--- src/rtl/ps2_key_decoder_pkg.sv ---
// Shared key-event enum, PS/2 set-2 scan codes and decode helpers
// used by the PS/2 decoder, user_input and main_game_logic.
package ps2_key_decoder_pkg;

  typedef enum logic [2:0] {
    EV_NONE     = 3'd0,
    EV_LEFT     = 3'd1,
    EV_RIGHT    = 3'd2,
    EV_DOWN     = 3'd3,
    EV_ROTATE   = 3'd4,
    EV_DROP     = 3'd5,
    EV_NEW_GAME = 3'd6
  } key_event_t;

  typedef enum logic [1:0] {
    ST_IDLE,
    ST_EXT,
    ST_BRK,
    ST_EXT_BRK
  } prefix_state_t;

  localparam logic [7:0] SC_EXT      = 8'hE0;
  localparam logic [7:0] SC_BRK      = 8'hF0;
  localparam logic [7:0] SC_LEFT     = 8'h6B;
  localparam logic [7:0] SC_RIGHT    = 8'h74;
  localparam logic [7:0] SC_DOWN     = 8'h72;
  localparam logic [7:0] SC_ROTATE   = 8'h75;
  localparam logic [7:0] SC_DROP     = 8'h29;
  localparam logic [7:0] SC_NEW_GAME = 8'h5A;

  function automatic key_event_t map_scan_code(
    input logic [7:0] sc,
    input logic       ext
  );
    key_event_t ev;
    ev = EV_NONE;
    if (ext) begin
      case (sc)
        SC_LEFT:   ev = EV_LEFT;
        SC_RIGHT:  ev = EV_RIGHT;
        SC_DOWN:   ev = EV_DOWN;
        SC_ROTATE: ev = EV_ROTATE;
        default:   ev = EV_NONE;
      endcase
    end else begin
      case (sc)
        SC_DROP:     ev = EV_DROP;
        SC_NEW_GAME: ev = EV_NEW_GAME;
        default:     ev = EV_NONE;
      endcase
    end
    return ev;
  endfunction

  function automatic logic is_movement(input key_event_t ev);
    return (ev == EV_LEFT) || (ev == EV_RIGHT) ||
           (ev == EV_DOWN);
  endfunction

  // One-hot bit of a key in the pressed[6:1] mask; EV_NONE maps to 0.
  function automatic logic [6:1] key_mask(input key_event_t ev);
    logic [7:0] oh;
    oh = 8'd1 << ev;
    return oh[6:1];
  endfunction

endpackage

--- src/rtl/ps2_key_decoder_repeat_timer.sv ---
// Auto-repeat timer for the most recently pressed movement key.
// Emits a repeat request when the down-counter reaches 1.
module key_repeat_timer
  import ps2_key_decoder_pkg::*;
#(
  parameter int unsigned REPEAT_DELAY  = 12_500_000,
  parameter int unsigned REPEAT_PERIOD = 5_000_000
) (
  input  logic       clk_i,
  input  logic       rst_n_i,
  input  logic       make_en_i,
  input  key_event_t make_key_i,
  input  logic       brk_en_i,
  input  key_event_t brk_key_i,
  output logic       repeat_en_o,
  output key_event_t held_key_o
);

  localparam int unsigned MAX_LOAD =
    (REPEAT_DELAY > REPEAT_PERIOD) ? REPEAT_DELAY
                                   : REPEAT_PERIOD;
  localparam int CW = $clog2(MAX_LOAD + 1);

  logic [CW-1:0] cnt;
  logic          held_brk;
  logic          expire;

  assign held_brk = brk_en_i && (brk_key_i == held_key_o) &&
                    (held_key_o != EV_NONE);
  assign expire   = (held_key_o != EV_NONE) &&
                    (cnt == CW'(1));

  // A same-cycle make or release of the held key wins over expiry.
  assign repeat_en_o = expire && !make_en_i && !held_brk;

  always_ff @(posedge clk_i or negedge rst_n_i) begin
    if (!rst_n_i) begin
      held_key_o <= EV_NONE;
      cnt        <= '0;
    end else if (make_en_i && is_movement(make_key_i)) begin
      held_key_o <= make_key_i;
      cnt        <= CW'(REPEAT_DELAY);
    end else if (held_brk) begin
      held_key_o <= EV_NONE;
      cnt        <= '0;
    end else if (held_key_o != EV_NONE) begin
      if (cnt <= CW'(1))
        cnt <= CW'(REPEAT_PERIOD);
      else
        cnt <= cnt - CW'(1);
    end
  end

endmodule

--- src/rtl/ps2_key_decoder.sv ---
// PS/2 set-2 byte stream to game key events: E0/F0 prefix FSM,
// pressed-key mask, typematic filter and movement auto-repeat.
module ps2_key_decoder
  import ps2_key_decoder_pkg::*;
#(
  parameter int unsigned REPEAT_DELAY  = 12_500_000,
  parameter int unsigned REPEAT_PERIOD = 5_000_000
) (
  input  logic       clk_i,
  input  logic       rst_n_i,
  input  logic [7:0] ps2_key_data_i,
  input  logic       ps2_key_data_en_i,
  output key_event_t key_event_o,
  output logic       key_event_en_o
);

  prefix_state_t state;
  prefix_state_t next_state;
  logic          final_byte;
  logic          ext;
  logic          brk;
  key_event_t    code;
  logic [6:1]    mask;
  logic [6:1]    pressed;
  logic          hit;
  logic          make_en;
  logic          brk_en;
  logic          repeat_en;
  key_event_t    held_key;

  always_comb begin
    next_state = ST_IDLE;
    final_byte = 1'b0;
    unique case (state)
      ST_IDLE: begin
        if (ps2_key_data_i == SC_EXT)
          next_state = ST_EXT;
        else if (ps2_key_data_i == SC_BRK)
          next_state = ST_BRK;
        else
          final_byte = 1'b1;
      end
      ST_EXT: begin
        if (ps2_key_data_i == SC_EXT)
          next_state = ST_EXT;
        else if (ps2_key_data_i == SC_BRK)
          next_state = ST_EXT_BRK;
        else
          final_byte = 1'b1;
      end
      ST_BRK: begin
        if (ps2_key_data_i == SC_BRK)
          next_state = ST_BRK;
        else
          final_byte = 1'b1;
      end
      default: final_byte = 1'b1;
    endcase
  end

  assign ext  = (state == ST_EXT) || (state == ST_EXT_BRK);
  assign brk  = (state == ST_BRK) || (state == ST_EXT_BRK);
  assign code = map_scan_code(ps2_key_data_i, ext);
  assign mask = key_mask(code);
  assign hit  = ps2_key_data_en_i && final_byte &&
                (code != EV_NONE);

  // Typematic makes of an already-pressed key are dropped here.
  assign make_en = hit && !brk && ((pressed & mask) == '0);
  assign brk_en  = hit && brk;

  key_repeat_timer #(
    .REPEAT_DELAY  (REPEAT_DELAY),
    .REPEAT_PERIOD (REPEAT_PERIOD)
  ) u_repeat (
    .clk_i       (clk_i),
    .rst_n_i     (rst_n_i),
    .make_en_i   (make_en),
    .make_key_i  (code),
    .brk_en_i    (brk_en),
    .brk_key_i   (code),
    .repeat_en_o (repeat_en),
    .held_key_o  (held_key)
  );

  always_ff @(posedge clk_i or negedge rst_n_i) begin
    if (!rst_n_i) begin
      state          <= ST_IDLE;
      pressed        <= '0;
      key_event_o    <= EV_NONE;
      key_event_en_o <= 1'b0;
    end else begin
      key_event_en_o <= 1'b0;
      if (ps2_key_data_en_i)
        state <= next_state;
      if (make_en) begin
        pressed        <= pressed | mask;
        key_event_o    <= code;
        key_event_en_o <= 1'b1;
      end else if (brk_en) begin
        pressed <= pressed & ~mask;
      end
      if (repeat_en) begin
        key_event_o    <= held_key;
        key_event_en_o <= 1'b1;
      end
    end
  end

endmodule
--- config.mk ---
export PLATFORM = sky130hd
export DESIGN_NAME = ps2_key_decoder
export DESIGN_NICKNAME = d
export VERILOG_FILES = /design/src/rtl/ps2_key_decoder_pkg.sv /design/src/rtl/ps2_key_decoder_repeat_timer.sv /design/src/rtl/ps2_key_decoder.sv
export SDC_FILE = /design/constraint.sdc
export NUM_CORES = 1
export LEC_CHECK = 0
export ABC_AREA = 1
export CORE_MARGIN = 3
export CORE_UTILIZATION = 35
export CTS_BUF_LIST = sky130_fd_sc_hd__clkbuf_4 sky130_fd_sc_hd__clkbuf_8
export CTS_CLUSTER_DIAMETER = 200
export DETAILED_ROUTE_END_ITERATION = 16
export SLEW_MARGIN = 20
export SYNTH_ARGS = -nofsm -noshare
export SYNTH_HDL_FRONTEND = slang
export SYNTH_SLANG_ARGS = --single-unit
--- constraint.sdc ---
create_clock -name clk_i -period 2.2 [get_ports clk_i]
set_clock_uncertainty 0.2 [all_clocks]
set_input_delay 0.33 -clock clk_i [delete_from_list [all_inputs] [get_ports clk_i]]
set_output_delay 0.33 -clock clk_i [all_outputs]
set_load 0.05 [all_outputs]
==> results.py <==
metrics = {
    "status": {
        "outcome": "complete, no violations",
    },
    "clock_network": {
        "clkTransAtPathRegs_ns": 0.08,
        "clock_path_buffers": 2,
        "tritoncts": "built",
        "cts_buffers": 5,
        "root_buffer": "clkbuf_8",
        "cts_num_sinks": 39,
        "htreeDepth": 2,
        "clock_latency_ns": 0.30,
    },
    "timing": {
        "rsz0062_at_grt": "true",
        "slew_viol_final": 0,
        "fin_ws_ns": 0.0854,
        "tightest_slew_ns": 0.528,
        "hold_viol": 0,
        "setup_viol": 0,
        "period_share": 0.961,
        "timing.slew.headroom": 0.647,
        "period_minus_slack_ns": 2.11,
        "finalSetupTns_ns": 0,
        "max_freq_ghz": 0.473,
    },
    "place": {
        "gp_congestion": 0.874,
        "post-place-ws_ns": -0.476,
        "place_hpwl_um": 5140,
        "port_buffers": 14,
    },
    "hold_path": {
        "hp-class": "in2reg",
        "min_to": "state[0]$_DFFE_PN0P_",
        "hp-start": "ps2_key_data_i[1]",
        "holdPathStages": 4,
    },
    "yosys": {
        "syn_nets": 404,
        "post-synth-top-area-cell": "dfrtp_1",
        "synth_common_cells": "nand2_1 (88), nor2_1 (54), nand3_1 (42)",
        "synth_area_leaders": "dfrtp_1 (35%), nand2_1 (12%), nand3_1 (7.6%), nor2_1 (7.3%), inv_1 (4.9%)",
        "synth-async-reset-ratio": 1.00,
        "ys.warnings.count": 0,
        "synth_top_area_share": 0.352,
        "synth_ff_type": "dfrtp_1",
        "ys_ff_latch": 39,
        "synth_cells": 391,
        "yosysSeqAreaShare": 0.352,
        "syn_area_um2": 2770,
        "synth_cell_types": 33,
        "yosysMostFrequentCell": "nand2_1",
        "syn_avg_cell_area_um2": 7.08,
        "synth_enable_flop_cells": 0,
    },
    "critical_path": {
        "crit_type": "reg2reg",
        "reg2reg_to": "u_repeat.cnt[4]$_DFFE_PN0P_",
        "worstPathMaxFanout": 6,
        "ff2ff_path_depth": 14,
        "start_kind": "flop",
        "crit_path_start": "state[0]$_DFFE_PN0P_",
        "reg2reg_slack_ns": 0.09,
        "setup.worst_path.end_class": "flop",
        "critPathArrivalTime_ns": 2.10,
        "r2r-start": "state[0]$_DFFE_PN0P_",
        "worstPathRequired_ns": 2.19,
    },
    "cells_and_area": {
        "areaGrowthSynthToFinish_pct": 41.5,
        "drive_above_1_share": 0.340,
        "final_nets": 483,
        "n_antenna_cell": 0,
    },
    "routing": {
        "via_per_inst": 5.03,
        "drt_iter0_markers": 179,
        "num_vias": 2867,
        "drt_wl_total_um": 7480,
        "wl_per_cell_um": 13.1,
        "dr.pass1.iters": 4,
        "drtAntennaViolNets": 0,
        "drc_errors": 0,
    },
    "floorplan": {
        "initial_core_util": 0.372,
        "die-area_um2": 9010,
        "die_w_um": 94.9,
        "rows": 31,
        "boundaryPins": 15,
        "core_area_um2": 7450,
        "die_h_um": 94.9,
    },
    "power_and_ir_drop": {
        "pwr_density_cell_nw_per_um2": 625,
        "leakage_nw": 1.89,
        "vdd.ir_drop.worst_uv": 239,
    },
    "global_route": {
        "grt_pass1_vias": 2765,
        "grt_usage": 0.178,
        "antenna_found_initial": 0,
        "grt_overflow": 0,
        "grt_start_max_net_pins": 40,
        "grt_pass1_wl_um": 13000,
    },
    "flow_run": {
        "drv_cap": 0,
    },
}
[report_power, final]
part,total [mW],leakage (nW),switching [mW],internal (mW)
Clock,0.566,0.0505,0.280,0.286
Sequential,1.08,0.499,0.211,0.873
Combinational,0.800,1.34,0.436,0.364
Total,2.45,1.89,0.927,1.52
[logic make-up after synthesis]
family,after synthesis,share of synthesized area
adder cells (fa/ha/maj),2,0.00904
flip-flops,39,0.352
buffers and inverters,49,0.0741
AND/OR/NAND/NOR,246,0.438
AO/OA/AOI/OAI,42,0.0850
XOR/XNOR,13,0.0411
[layout by cell type (no fill, tap or decap), drive strengths merged]
cell type      instances
or2                    2
bufbuf                 1
a21oi                  7
nand3b                 1
nand4                 16
ha                     2
buf                   64
dlygate4sd2            5
a22oi                  1
xnor2                  8
nand2                 99
o21ai                 32
nor3                  11
xor2                   5
clkdlybuf4s15          1
nor2                  63
dlygate4sd3            1
o21bai                 1
clkinvlp               1
clkbuf                 9
dfrtp                 39
nand3                 54
clkdlybuf4s50          5
a31oi                  1
inv                   42
[metal layers]
metal | up-vias | share of wire | GRT usage
li1 | 1449 | - | -
met1 | 1358 | 0.48 | 0.243
met2 | 53 | 0.48 | 0.300
met3 | 7 | 0.032 | 0.0263
met4 | 0 | 0.0084 | 0.0361
met5 | - | 0 | 0
[cell type report]
type / instances / area [µm²]
clock buffer: 7 / 96.3
clock inverter: 1 / 7.51
fill: 703 / 3530
inverter: 42 / 160
multi-input combinational: 303 / 1800
sequential: 39 / 977
tap: 99 / 124
timing repair buffer: 79 / 752
[critical path, cell delays in order, from the launching register on]
cell and delay (ns):
dfrtp_1 0.39, inv_2 0.08, nand2_2 0.07, nor2_4 0.14, nand3_4 0.11, nand2_4 0.12
inv_4 0.06, nand3_2 0.08, nand3_2 0.08, nor2_4 0.15, nand3_4 0.11, buf_12 0.16
buf_6 0.12, nand2_8 0.07, o21ai_1 0.07
[how the worst max path moves through the flow]
stage | to | cells past startpoint
after floorplan | u_repeat.cnt[4]$_DFFE_PN0P_ | 13
after global placement | key_event_o[0]$_DFFE_PN0P_ | 16
after detailed placement | key_event_o[1]$_DFFE_PN0P_ | 14
after CTS | u_repeat.cnt[4]$_DFFE_PN0P_ | 14
after global routing | u_repeat.cnt[0]$_DFFE_PN0P_ | 14
final | u_repeat.cnt[4]$_DFFE_PN0P_ | 14
[timing repair]
item | CTS | global route
hold buffers | 1 | 0
pin swaps | 19 | 25
endpoints found under the setup margin | 37 | 34
setup buffers | 11 | 12
hold endpoints to repair | 39 | 0
gates cloned | 3 | 0
resized for setup | 39 | 45
[stage by stage]
stage          area [µm²]  hold WS [ns]  power (mW)   util  instances
2_1_floorplan        2770        -0.166        1.55      -        391
3_3_place_gp         3310         0.216        1.75  0.445        535
3_5_place_dp         3310         0.227        1.77  0.445        535
4_1_cts              3700         0.338        2.35  0.497        558
5_1_grt              3920         0.281        2.62  0.526        570
6_report             3920         0.239        2.45  0.526        570
No activity file was read; power rests on OpenSTA's default activity.
